==> config.mk <==
export PLATFORM = sky130hd
export DESIGN_NAME = seg_minutes_decoder_flat
export DESIGN_NICKNAME = d
export VERILOG_FILES = /design/src/rtl/seg_dec_pkg.sv /design/src/rtl/seg_minutes_decoder_if.sv /design/src/rtl/seg7_digit_decode.sv /design/src/rtl/seg_minutes_decoder.sv /design/src/flat_wrapper.sv
export SDC_FILE = /design/constraint.sdc
export NUM_CORES = 1
export LEC_CHECK = 0
export BUFFER_PORTS_ARGS = -buffer_cell sky130_fd_sc_hd__buf_2
export CAP_MARGIN = 20
export CORE_AREA = 5 5 92 94
export CTS_BUF_LIST = sky130_fd_sc_hd__clkbuf_4 sky130_fd_sc_hd__clkbuf_8 sky130_fd_sc_hd__clkbuf_16
export DETAILED_ROUTE_END_ITERATION = 12
export DIE_AREA = 0 0 97 99
export REMOVE_ABC_BUFFERS = 1
export SETUP_SLACK_MARGIN = 0.5
export SYNTH_ARGS = -nofsm -noshare
export SYNTH_HDL_FRONTEND = slang
export SYNTH_SLANG_ARGS = --single-unit
==> constraint.sdc <==
create_clock -name clk -period 2.75 [get_ports clk]
set_input_delay 0.1375 -clock clk [delete_from_list [all_inputs] [get_ports clk]]
set_output_delay 0.1375 -clock clk [all_outputs]
set_load 0.01 [all_outputs]
==> src/rtl/seg_dec_pkg.sv <==
// rtl/seg_dec_pkg.sv - shared constants and state type for the minutes segment decoder
// Contents: SEG_BLANK (all segments dark), SEG_DIGIT[0:9] active-low a..g patterns,
//           state_t {IDLE, SETTLE, EMIT}.
package seg_dec_pkg;

   localparam logic [6:0] SEG_BLANK = 7'b1111111;

   localparam logic [6:0] SEG_DIGIT [0:9] = '{
      7'b0000001, 7'b1001111, 7'b0010010, 7'b0000110, 7'b1001100,
      7'b0100100, 7'b0100000, 7'b0001111, 7'b0000000, 7'b0000100
   };

   typedef enum logic [1:0] {
      IDLE,
      SETTLE,
      EMIT
   } state_t;

endpackage

==> src/rtl/seg_minutes_decoder_if.sv <==
// rtl/seg_minutes_decoder_if.sv - segment input bus and minutes handshake bundle
// Signals: seg_in[13:0] {tens,ones} active-low segments, min_valid/min_ready handshake,
//          minutes[5:0] decoded value, dec_err one-cycle illegal-pattern pulse.
// Modports: master = decoder side, slave = display source / consumer side.
interface seg_minutes_decoder_if;

   logic [13:0] seg_in;
   logic        min_valid;
   logic        min_ready;
   logic [5:0]  minutes;
   logic        dec_err;

   modport master (
      input  seg_in,
      input  min_ready,
      output min_valid,
      output minutes,
      output dec_err
   );

   modport slave (
      output seg_in,
      output min_ready,
      input  min_valid,
      input  minutes,
      input  dec_err
   );

endinterface

==> src/rtl/seg7_digit_decode.sv <==
// rtl/seg7_digit_decode.sv - combinational 7-segment pattern to BCD digit lookup
// Ports: pat[6:0] in (a..g, a at MSB, active-low), legal out (pattern is a digit 0..9),
//        digit[3:0] out (decoded value, 0 when not legal).
module seg7_digit_decode
   import seg_dec_pkg::*;
(
   input  logic [6:0] pat,
   output logic       legal,
   output logic [3:0] digit
);

   always_comb begin
      legal = 1'b0;
      digit = 4'd0;
      for (int i = 0; i < 10; i++) begin
         if (pat == SEG_DIGIT[i]) begin
            legal = 1'b1;
            digit = 4'(i);
         end
      end
   end

endmodule

==> src/rtl/seg_minutes_decoder.sv <==
// rtl/seg_minutes_decoder.sv - debounced two-digit 7-segment to binary minutes decoder
// Ports: clk (rising edge), rst_n (synchronous, active-low),
//        bus (seg_minutes_decoder_if.master): seg_in, min_valid, min_ready, minutes, dec_err.
// Parameter: STABLE_CYCLES (>=1) cycles a new pattern must hold before it is decoded.
// Build option: SEG_DEC_BLANK_EN - a blank tens digit decodes as 0 instead of being illegal.
module seg_minutes_decoder
   import seg_dec_pkg::*;
#(
   parameter int STABLE_CYCLES = 4
)
(
   input  logic                         clk,
   input  logic                         rst_n,
   seg_minutes_decoder_if.master        bus
);

   localparam int             CW      = $clog2(STABLE_CYCLES + 1);
   localparam logic [CW-1:0]  CNT_MAX = CW'(STABLE_CYCLES);

   state_t         state_q, state_d;
   logic [CW-1:0]  cnt_q, cnt_d;
   logic [13:0]    seg_q, seg_d;
   logic [13:0]    last_pat_q, last_pat_d;
   logic [13:0]    cand_q, cand_d;
   logic           min_valid_q, min_valid_d;
   logic [5:0]     minutes_q, minutes_d;
   logic           dec_err_q, dec_err_d;

   logic           t_legal, o_legal;
   logic [3:0]     t_digit, o_digit;
   logic           tens_ok, pat_legal;
   logic [3:0]     tens_val;
   logic [5:0]     pat_minutes;

   seg7_digit_decode u_tens (.pat(cand_q[13:7]), .legal(t_legal), .digit(t_digit));
   seg7_digit_decode u_ones (.pat(cand_q[6:0]),  .legal(o_legal), .digit(o_digit));

   // Decoding always looks at cand_q: at the decision point it equals seg_q.
   always_comb begin
      tens_ok  = t_legal && (t_digit <= 4'd5);
      tens_val = t_digit;
`ifdef SEG_DEC_BLANK_EN
      if (cand_q[13:7] == SEG_BLANK) begin
         tens_ok  = 1'b1;
         tens_val = 4'd0;
      end
`endif
      pat_legal   = tens_ok && o_legal;
      pat_minutes = {2'b00, tens_val} * 6'd10 + {2'b00, o_digit};
   end

   assign seg_d = bus.seg_in;

   always_comb begin
      state_d     = state_q;
      cnt_d       = cnt_q;
      cand_d      = cand_q;
      last_pat_d  = last_pat_q;
      min_valid_d = min_valid_q;
      minutes_d   = minutes_q;
      dec_err_d   = 1'b0;
      case (state_q)
         IDLE: begin
            if (seg_q != last_pat_q) begin
               state_d = SETTLE;
               cand_d  = seg_q;
               cnt_d   = CW'(1);
            end
         end
         SETTLE: begin
            if (seg_q == cand_q) begin
               if (cnt_q == CNT_MAX) begin
                  // Illegal patterns are also remembered so they are flagged only once.
                  last_pat_d = cand_q;
                  if (pat_legal) begin
                     state_d     = EMIT;
                     minutes_d   = pat_minutes;
                     min_valid_d = 1'b1;
                  end else begin
                     state_d   = IDLE;
                     dec_err_d = 1'b1;
                  end
               end else begin
                  cnt_d = cnt_q + CW'(1);
               end
            end else if (seg_q == last_pat_q) begin
               // Glitch back to the already-reported pattern: nothing new to report.
               state_d = IDLE;
            end else begin
               cand_d = seg_q;
               cnt_d  = CW'(1);
            end
         end
         EMIT: begin
            // Input changes here are picked up from IDLE after the handshake.
            if (bus.min_ready) begin
               min_valid_d = 1'b0;
               state_d     = IDLE;
            end
         end
         default: state_d = IDLE;
      endcase
   end

   always_ff @(posedge clk) begin
      if (!rst_n) begin
         state_q     <= IDLE;
         cnt_q       <= '0;
         seg_q       <= 14'h3FFF;
         last_pat_q  <= 14'h3FFF;
         cand_q      <= 14'h3FFF;
         min_valid_q <= 1'b0;
         minutes_q   <= 6'd0;
         dec_err_q   <= 1'b0;
      end else begin
         state_q     <= state_d;
         cnt_q       <= cnt_d;
         seg_q       <= seg_d;
         last_pat_q  <= last_pat_d;
         cand_q      <= cand_d;
         min_valid_q <= min_valid_d;
         minutes_q   <= minutes_d;
         dec_err_q   <= dec_err_d;
      end
   end

   assign bus.min_valid = min_valid_q;
   assign bus.minutes   = minutes_q;
   assign bus.dec_err   = dec_err_q;

endmodule

==> src/flat_wrapper.sv <==
// flat-port wrapper written by rule: the top's interface ports become plain ports
module seg_minutes_decoder_flat import seg_dec_pkg::*;
#(
   parameter int STABLE_CYCLES = 4
)
  (clk, rst_n, bus_seg_in, bus_min_ready, bus_min_valid, bus_minutes, bus_dec_err);
  seg_minutes_decoder_if bus_i ();
  input  logic clk;
  input  logic rst_n;
  input wire logic [$bits(bus_i.seg_in)-1:0] bus_seg_in;
  input wire logic [$bits(bus_i.min_ready)-1:0] bus_min_ready;
  output wire logic [$bits(bus_i.min_valid)-1:0] bus_min_valid;
  output wire logic [$bits(bus_i.minutes)-1:0] bus_minutes;
  output wire logic [$bits(bus_i.dec_err)-1:0] bus_dec_err;
  assign bus_i.seg_in = bus_seg_in;
  assign bus_i.min_ready = bus_min_ready;
  assign bus_min_valid = bus_i.min_valid;
  assign bus_minutes = bus_i.minutes;
  assign bus_dec_err = bus_i.dec_err;
  seg_minutes_decoder #(.STABLE_CYCLES(STABLE_CYCLES)) u_core (.clk(clk), .rst_n(rst_n), .bus(bus_i));
endmodule
## Yosys cells after proc, flatten, opt, wreduce, memory -nomap -nowiden

Cells that the tools add are included.

- Reduce and logical (&&, ||, !) cells: 14
- Add/sub/neg operators: 2
- Multiply operators: 1
- Multiplexer cells: 60
- Order comparisons: 1
- Equality and inequality tests: 35

Operators with widths:

| operator | count |
|---|---|
| $mux 4 | 16 |
| $mux 14 | 3 |
| $eq 14x14->1 | 2 |
| $eq 7x3->1 const B | 4 |
| $eq 7x6->1 const B | 4 |
| $eq 7x7->1 const B | 4 |
| $pmux 14 s2 | 1 |
| $mux 1 | 27 |
| $reduce_and 4->1 | 5 |
| $eq 7x1->1 const B | 2 |
| $eq 7x4->1 const B | 2 |
| $eq 7x5->1 const B | 2 |
| $logic_not 7->1 | 2 |
| $ne 14x14->1 | 1 |
| $mux 2 | 6 |
| $mux 3 | 4 |
| $ne 2x1->1 const B | 4 |
| $add 6x4->6 | 1 |
| $ne 2x2->1 const B | 3 |
| $ne 3x3->1 const B | 2 |
| $pmux 2 s3 | 1 |
| $pmux 3 s2 | 1 |
| $mul 4x3->5 const B | 1 |
| $reduce_and 5->1 | 1 |
| other kinds (12) | 14 |

- Bits in registers: 55
- Word-level logic and storage cells: 121
- Output and inout bits: 8
- Bits of input ports: 17

## Longest topological paths before layout

Gate-level depths: netlist (run 1).

- Depth in word-level cells: 17
- Depth in mapped cells: 14
- Mapped depth without buffers: 13

## By module

Synthesis (run 1) repeated with hierarchy kept, for this count alone.

- Cell total of the unflattened synthesis: 344
- Area total of the unflattened synthesis: 2992.9 sq um

By module, submodules not included:

| module | times used | sequential area each (sq um) | cells an instance | area an instance (sq um) |
|---|---|---|---|---|
| seg_minutes_decoder | 1 | 1101.1 | 288 | 2640.0 |
| seg7_digit_decode | 2 | 0.0 | 28 | 176.4 |

## Least setup slack after synthesis (run 1)

OpenSTA, ideal clock, no wires.

- Path type: register -> register
- From: register u_core.cand_q[5]
- To: register u_core.minutes_q[5] (netlist: u_core.bus.minutes[5])
- Path slack: 0.134 ns
- Required time: 2.678 ns
- Path buffers: 1
- Stages on the path, launching flop included: 15
- Arrival time: 2.544 ns
- Library setup time: 0.072 ns
- Clock period less this slack: 2.616 ns
- Cell sequence: dfxtp_1 -> clkbuf_1 -> nor3b_1 -> a21oi_1 -> o31a_1 -> o31ai_1 -> ha_1 -> inv_1 -> fa_1 -> nor2b_1 -> o21ai_0 -> xnor2_1 -> xnor2_1 -> nand2_1 -> mux2i_1

- Cells in the longest elaborated chain, start to end: 13
- Elaborated cells on any way between the ends: 33
- Those cells by class: 1 x add/sub; 10 x eq/ne; 19 x mux; 3 x reduce/logical

Ends and longest elaborated chain:

| element | RTL line | RTL |
|---|---|---|
| start: declaration | seg_minutes_decoder.sv:24 | `logic [13:0] cand_q, cand_d;` |
| start signal: assignment | seg_minutes_decoder.sv:120 | `cand_q <= cand_d;` |
| branches (longest 13 deep; another with $add 6x4->6) | -- |  |
| end signal: assignment | seg_minutes_decoder.sv:122 | `minutes_q <= minutes_d;` |
| end: declaration | seg_minutes_decoder.sv:26 | `logic [5:0] minutes_q, minutes_d;` |

Parallel ways; which one is timed is not known.
A chain may end at the register's enable or synchronous reset.

## Worst setup path in the final report (run 1)

- From: register u_core.cand_q[10]
- To: register u_core.minutes_q[5] (netlist: u_core.bus.minutes[5])

- Cells in the longest elaborated chain, start to end: 14
- Elaborated cells on any way between the ends: 36
- Those cells by class: 1 x add/sub; 1 x mul; 1 x order compare; 10 x eq/ne; 19 x mux; 4 x reduce/logical

Ends and longest elaborated chain:

| element |
|---|
| branches (longest 14 deep; another with $add 6x4->6) |

Parallel ways; which one is timed is not known.

==> qor.yml, run 1 <==
outcome: "completed"
cts_buffers: 5
synth_edf_count: 0
required_ps: 3000
fmax_ghz: 0.407
synth_cell_type_count: 46
r2r_slack_ps: 290
tightest_slew_ps: 716
start_kind: "flip-flop"
power_density_nw_per_um2: 403
grt_max_degree: 41
n_antenna_cell: 0
path_max_fanout: 6
setup_viol: 0
synth_largest_area_cell: "dfxtp_1"
whs_endpoint: "u_core.seg_q[13]"
fin_crit_ps: 2460
ff2ff_path_depth: 10
ant_nets: 0
synth-seq-area-share_pct: 37.7
ios: 25
dr.pass1.iters: 4
synth_seq_cells: 55
drt_iter0_markers: 140
r2r-start: "u_core.cand_q[10]"
clk-insertion-delay-late_ps: 310
worstPathArrival_ps: 2700
core_area_um2: 7570
drv_slew: 0
dp.cells: 444
syn2layout_area_growth_pct: 27.8
avgSynthCellArea_um2: 8.83
wl_per_cell_um: 14.3
die_width_um: 97
post-route-period-util_pct: 89.3
nFillCells: 706
drc: 0
cts.reportedPaths.clkPinSlew_ps: 100
synthTopCellsByCount: "nand2_1, dfxtp_1, xnor2_1"
final_cell_count_no_fill: 484
nets: 407
clock-skew-final_ps: 5.22
wl_um: 6900
grt_overflow: 0
gp_congestion: 0.846
ctsHtreeMaxLevel: 2
drive_gt1_share_pct: 30.9
holdCritPathClass: "input pin to flip-flop"
fin_hold_ws_ps: 3.70
hold_viol_final: 0
dp_hpwl_um: 4280
p_leak_nw: 1.62
rows: 32
viasPerCell: 4.96
portBuffers: 24
async_flop_share_pct: 0
finalSetupTns_ps: 0
endpoint_kind: "flip-flop"
grt_usage_pct: 13.5
max-vdd-ir-drop_uv: 189
fp.dieH_um: 99
cts_buffer_depth: 2
grt_pass1_wl_um: 10800
yosys_warnings: 0
hold_depth: 2
timing.rr.end: "u_core.bus.minutes[5]"
fp.dieArea_um2: 9600
netlist_area_um2: 2920
holdCritStartpoint: "bus_seg_in[13]"
total_power_w: 0.00151
synth.area.top_cells: "dfxtp_1, xnor2_1, nand2_1, mux2i_1, ha_1"
yosysMostFrequentCell: "nand2_1"
worst-setup-path-type: "flip-flop to flip-flop"
relSlewSlack_pct: 52.3
initial_core_util_pct: 38.6
cts.sinks: 55
synthFlopType: "dfxtp_1"
cts_tree: "done"
via_count: 2400
syn_inst: 331
grt_pass1_vias: 2249
antenna_found_initial: 0
yosysTopAreaCellShare_pct: 37.7
cts_root_buf: "clkbuf_8"
max_cap_viol_count: 0
rsz0062_at_grt: "yes"
[final cells by class]
type                    count  area [um^2]  area share (%)
flip-flops and latches     55         1130            30.4
clock buffers               6         82.6            2.21
inverters                   9         33.8           0.905
multi-input cells         240         1800            48.2
clock inverters             2         16.3           0.436
well taps                 102          128            3.42
repair buffers             70          538            14.4
[power breakdown]
| part | total (W) | switching [W] | internal [W] |
|---|---|---|---|
| registers | 0.000852 | 0.0000364 | 0.000815 |
| clock network | 0.000475 | 0.000269 | 0.000206 |
| logic | 0.000178 | 0.0000819 | 0.0000962 |
| total | 0.00151 | 0.000387 | 0.00112 |
[repair_timing]
action / 4_1_cts / 5_1_grt
endpoints found under the setup margin: 18 / 39
pin swaps: 6 / 19
hold buffers: 11 / 0
setup buffers: 5 / 13
cloned: 0 / 3
endpoints found under the hold margin: 11 / 0
resized for setup: 27 / 52
[per-layer routing]
metal	up-vias	track usage, %	share of wire [%]
met5	-	0	0
met4	0	5.18	2.4
met3	15	2.90	3.4
met2	40	22.8	50
met1	1127	16.9	44
li1	1218	-	-
[sequential cells by signal (all words and copies together), names as in the netlist]
signal,count
u_core.bus.min_valid,1
u_core.cnt_q,3
u_core.bus.dec_err,1
u_core.cand_q,14
u_core.state_q,2
u_core.seg_q,14
u_core.last_pat_q,14
u_core.bus.minutes,6
[worst max-delay path, cell delays in order (launching register included)]
cell and delay, ps:
dfxtp_4 380, buf_6 130, or4_4 530, nor3_4 240, ha_4 240, ha_4 150
xnor2_1 210, xnor2_1 160, xnor2_1 130, nand2_1 70, mux2i_1 150
[cell usage in the layout (no fill, tap or decap), types with 5 or more instances in the layout]
| cell type | count |
|---|---|
| inv_1 | 8 |
| nand2_1 | 62 |
| buf_6 | 10 |
| mux2i_1 | 19 |
| dfxtp_1 | 42 |
| nand2b_1 | 15 |
| nor2_1 | 5 |
| nand4_1 | 8 |
| dfxtp_4 | 7 |
| buf_2 | 24 |
| clkbuf_8 | 6 |
| buf_4 | 24 |
| dlygate4sd3_1 | 11 |
| xnor2_1 | 27 |
| dfxtp_2 | 6 |
| xnor2_2 | 7 |
| nand3_1 | 16 |
[how the worst max path moves through the flow]
stage                 startpoint                     to  slack [ps]  depth (start not counted)
4_1_cts         u_core.cand_q[2]  u_core.bus.minutes[5]         270                         13
3_3_place_gp   u_core.cand_q[10]  u_core.bus.minutes[5]         140                         11
3_5_place_dp   u_core.cand_q[10]  u_core.bus.minutes[5]          60                         11
5_1_grt         u_core.cand_q[7]  u_core.bus.minutes[5]          90                         11
2_1_floorplan   u_core.cand_q[1]       u_core.cand_q[0]        -330                          6
6_report       u_core.cand_q[10]  u_core.bus.minutes[5]         290                         10
[cell families (layout without fill, tap and decap cells)]
family | after synthesis | in the layout | share of synthesized area [%]
AND/OR/NAND/NOR | 148 | 148 | 26.5
flip-flops | 55 | 55 | 37.7
buffers and inverters | 36 | 87 | 6.90
XOR/XNOR | 35 | 35 | 11.5
AO/OA/AOI/OAI | 29 | 29 | 6.81
multiplexers | 19 | 19 | 6.51
adder cells (fa/ha/maj) | 9 | 9 | 4.11
[per-stage QoR]
step                area, um^2  utilization, %  worst slack [ps]
floorplan                 2750               -              -332
global placement          3110            41.1               144
detailed placement        3110            41.1              63.7
CTS                       3440            45.4               270
global route              3730            49.3              90.5
finish                    3730            49.3               294
(Power assumes the default switching activity.)
==> run 2: changes to the inputs <==
CORE_AREA = 5 5 93 95   (was 5 5 92 94)
DIE_AREA = 0 0 98 100   (was 0 0 97 99)
RECOVER_POWER = 25   (was default)
SYNTH_HIERARCHICAL = 1   (was default)
clock period = 3.05 ns   (was 2.75 ns; I/O delays follow)
==> qor.yml, run 2 <==
outcome: "complete, but fails checks"
violations: "max-capacitance violations, max-slew violations"
fin_area_um2: 3660
yosysMostFrequentCell: "dfxtp_1"
clk-insertion-delay-late_ps: 310
cts_tree: "done"
cts_buffer_depth: 2
cts_root_buf: "clkbuf_8"
yosysTopAreaCellShare_pct: 36.8
async_flop_share_pct: 0
max_cap_viol_count: 1
synthFlopType: "dfxtp_1"
cts_buffers: 5
initial_core_util_pct: 39.1
grt_pass1_vias: 2300
worst-setup-path-type: "flip-flop to flip-flop"
tightest_slew_ps: 2270
finalSetupTns_ps: 0
fp.dieH_um: 100
holdCritStartpoint: "bus_seg_in[10]"
grt_max_degree: 64
fmax_ghz: 0.395
cts.sinks: 55
synth_seq_cells: 55
endpoint_kind: "flip-flop"
path_max_fanout: 6
timing.rr.end: "u_core/bus.minutes[4]"
drive_gt1_share_pct: 22.9
whs_endpoint: "u_core/seg_q[10]"
dp_hpwl_um: 4640
ant_nets: 0
portBuffers: 24
grt_pass1_wl_um: 10900
cts.reportedPaths.clkPinSlew_ps: 100
drc: 0
synth_edf_count: 0
syn2layout_area_growth_pct: 22.2
ios: 25
max-vdd-ir-drop_uv: 183
rsz0062_at_grt: "yes"
worstPathArrival_ps: 2780
fin_crit_ps: 2530
synth_largest_area_cell: "dfxtp_1"
nets: 409
wl_met1_um: 3350
wl_um: 6860
hold_viol_final: 0
final_cell_mix: "dfxtp_1, nand3_1, nor2b_1, xnor2_1, o21ai_0"
via_count: 2523
post-route-period-util_pct: 82.9
die_width_um: 98
holdCritPathClass: "input pin to flip-flop"
ff2ff_path_depth: 11
dr.pass1.iters: 4
power_density_nw_per_um2: 390
avgSynthCellArea_um2: 8.70
clock-skew-final_ps: 7.69
synth_cell_type_count: 43
wl_per_cell_um: 14.1
hold_depth: 2
final_util_pct: 47.8
synthTopCellsByCount: "dfxtp_1, nand3_1, nor2b_1"
rows: 32
n_antenna_cell: 0
top_layer: "met4"
met2_length_um: 3130
ctsHtreeMaxLevel: 2
synth-seq-area-share_pct: 36.8
p_leak_nw: 1.44
syn_inst: 344
drt_iter0_markers: 142
setup_viol: 0
gp_congestion: 0.912
core_area_um2: 7650
yosys_warnings: 6
reg.largest.list: "u_core/cand_q x14, u_core/last_pat_q x14, u_core/seg_q x14"
antenna_found_initial: 0
viasPerCell: 5.19
relSlewSlack_pct: -51.6
required_ps: 3300
wl_met3_um: 244
fp.dieArea_um2: 9800
start_kind: "flip-flop"
dpl_cell_area_um2: 3250
r2r_slack_ps: 520
r2r-start: "u_core/cand_q[8]"
netlist_area_um2: 2990
layout_commonest_cell: "dfxtp_1"
grt_overflow: 0
drv_slew: 64
grt_usage_pct: 13.5
synth.area.top_cells: "dfxtp_1, xnor2_1, nor2b_1, nand3_1, mux2i_1"
[run 2: how the worst max path moves through the flow]
stage                            from  slack (ps)  cells after the start               endpoint
finish               u_core/cand_q[8]         520                     11  u_core/bus.minutes[4]
global route         u_core/cand_q[8]         420                     10  u_core/bus.minutes[5]
CTS                 u_core/cand_q[13]         510                     11  u_core/bus.minutes[5]
detailed placement  u_core/cand_q[10]         180                     11  u_core/bus.minutes[5]
global placement    u_core/cand_q[12]         240                     12  u_core/bus.minutes[5]
floorplan           u_core/cand_q[12]         280                     11  u_core/bus.minutes[5]
[run 2: final cells by class]
type,instances,area (um^2)
Multi-Input combinational cell,262,1890
Timing Repair Buffer,52,355
Sequential cell,55,1140
Clock buffer,6,82.6
Fill cell,726,3990
Inverter,7,26.3
Clock inverter,2,38.8
Tap cell,102,128
[run 2: logic make-up after synthesis]
kind of cell,count (synthesis),synth area share (%)
buffers and inverters,27,3.51
AO/OA/AOI/OAI,52,10.8
multiplexers,14,4.68
flip-flops,55,36.8
XOR/XNOR,35,10.2
adder cells (fa/ha/maj),9,4.01
AND/OR/NAND/NOR,152,30.0
[run 2: report_power, final]
group	total (W)	switching (W)	internal, W
combinational	0.000138	0.0000643	0.0000736
clock	0.000521	0.000251	0.000271
sequential	0.000766	0.0000308	0.000735
[run 2: repair_timing]
| item | 4_1_cts | 5_1_grt |
|---|---|---|
| pin swaps | 3 | 7 |
| resized for setup | 23 | 23 |
| buffers inserted | 1 | 12 |
| setup endpoints to repair | 4 | 18 |
| hold buffers | 2 | 3 |
| endpoints found under the hold margin | 2 | 3 |
[run 2: critical path, stage by stage, from the launching register on]
cell and delay, ps:
dfxtp_4 390, or2b_1 290, or4b_4 510, nand3_4 110, buf_12 110, buf_4 90, ha_1 220, a21o_1 170
a21oi_1 170, xnor2_1 140, nand3_1 90, a21boi_1 160
[run 2: per-stage QoR]
| stage | instances | setup slack (ps) | power (W) | hold WS [ps] |
|---|---|---|---|---|
| after floorplan | 324 | 278 | 0.000851 | 224 |
| after global placement | 460 | 243 | 0.000901 | 331 |
| after detailed placement | 460 | 182 | 0.000902 | 335 |
| after CTS | 471 | 507 | 0.00143 | 0.152 |
| after global routing | 486 | 421 | 0.00149 | 2.78 |
| final | 486 | 521 | 0.00142 | 10.4 |
[run 2: per-layer routing]
layer | vias up | track usage (%)
met4 | 0 | 5.43
met5 | - | 0
li1 | 1290 | -
met1 | 1176 | 17.5
met3 | 11 | 2.71
met2 | 46 | 22.1
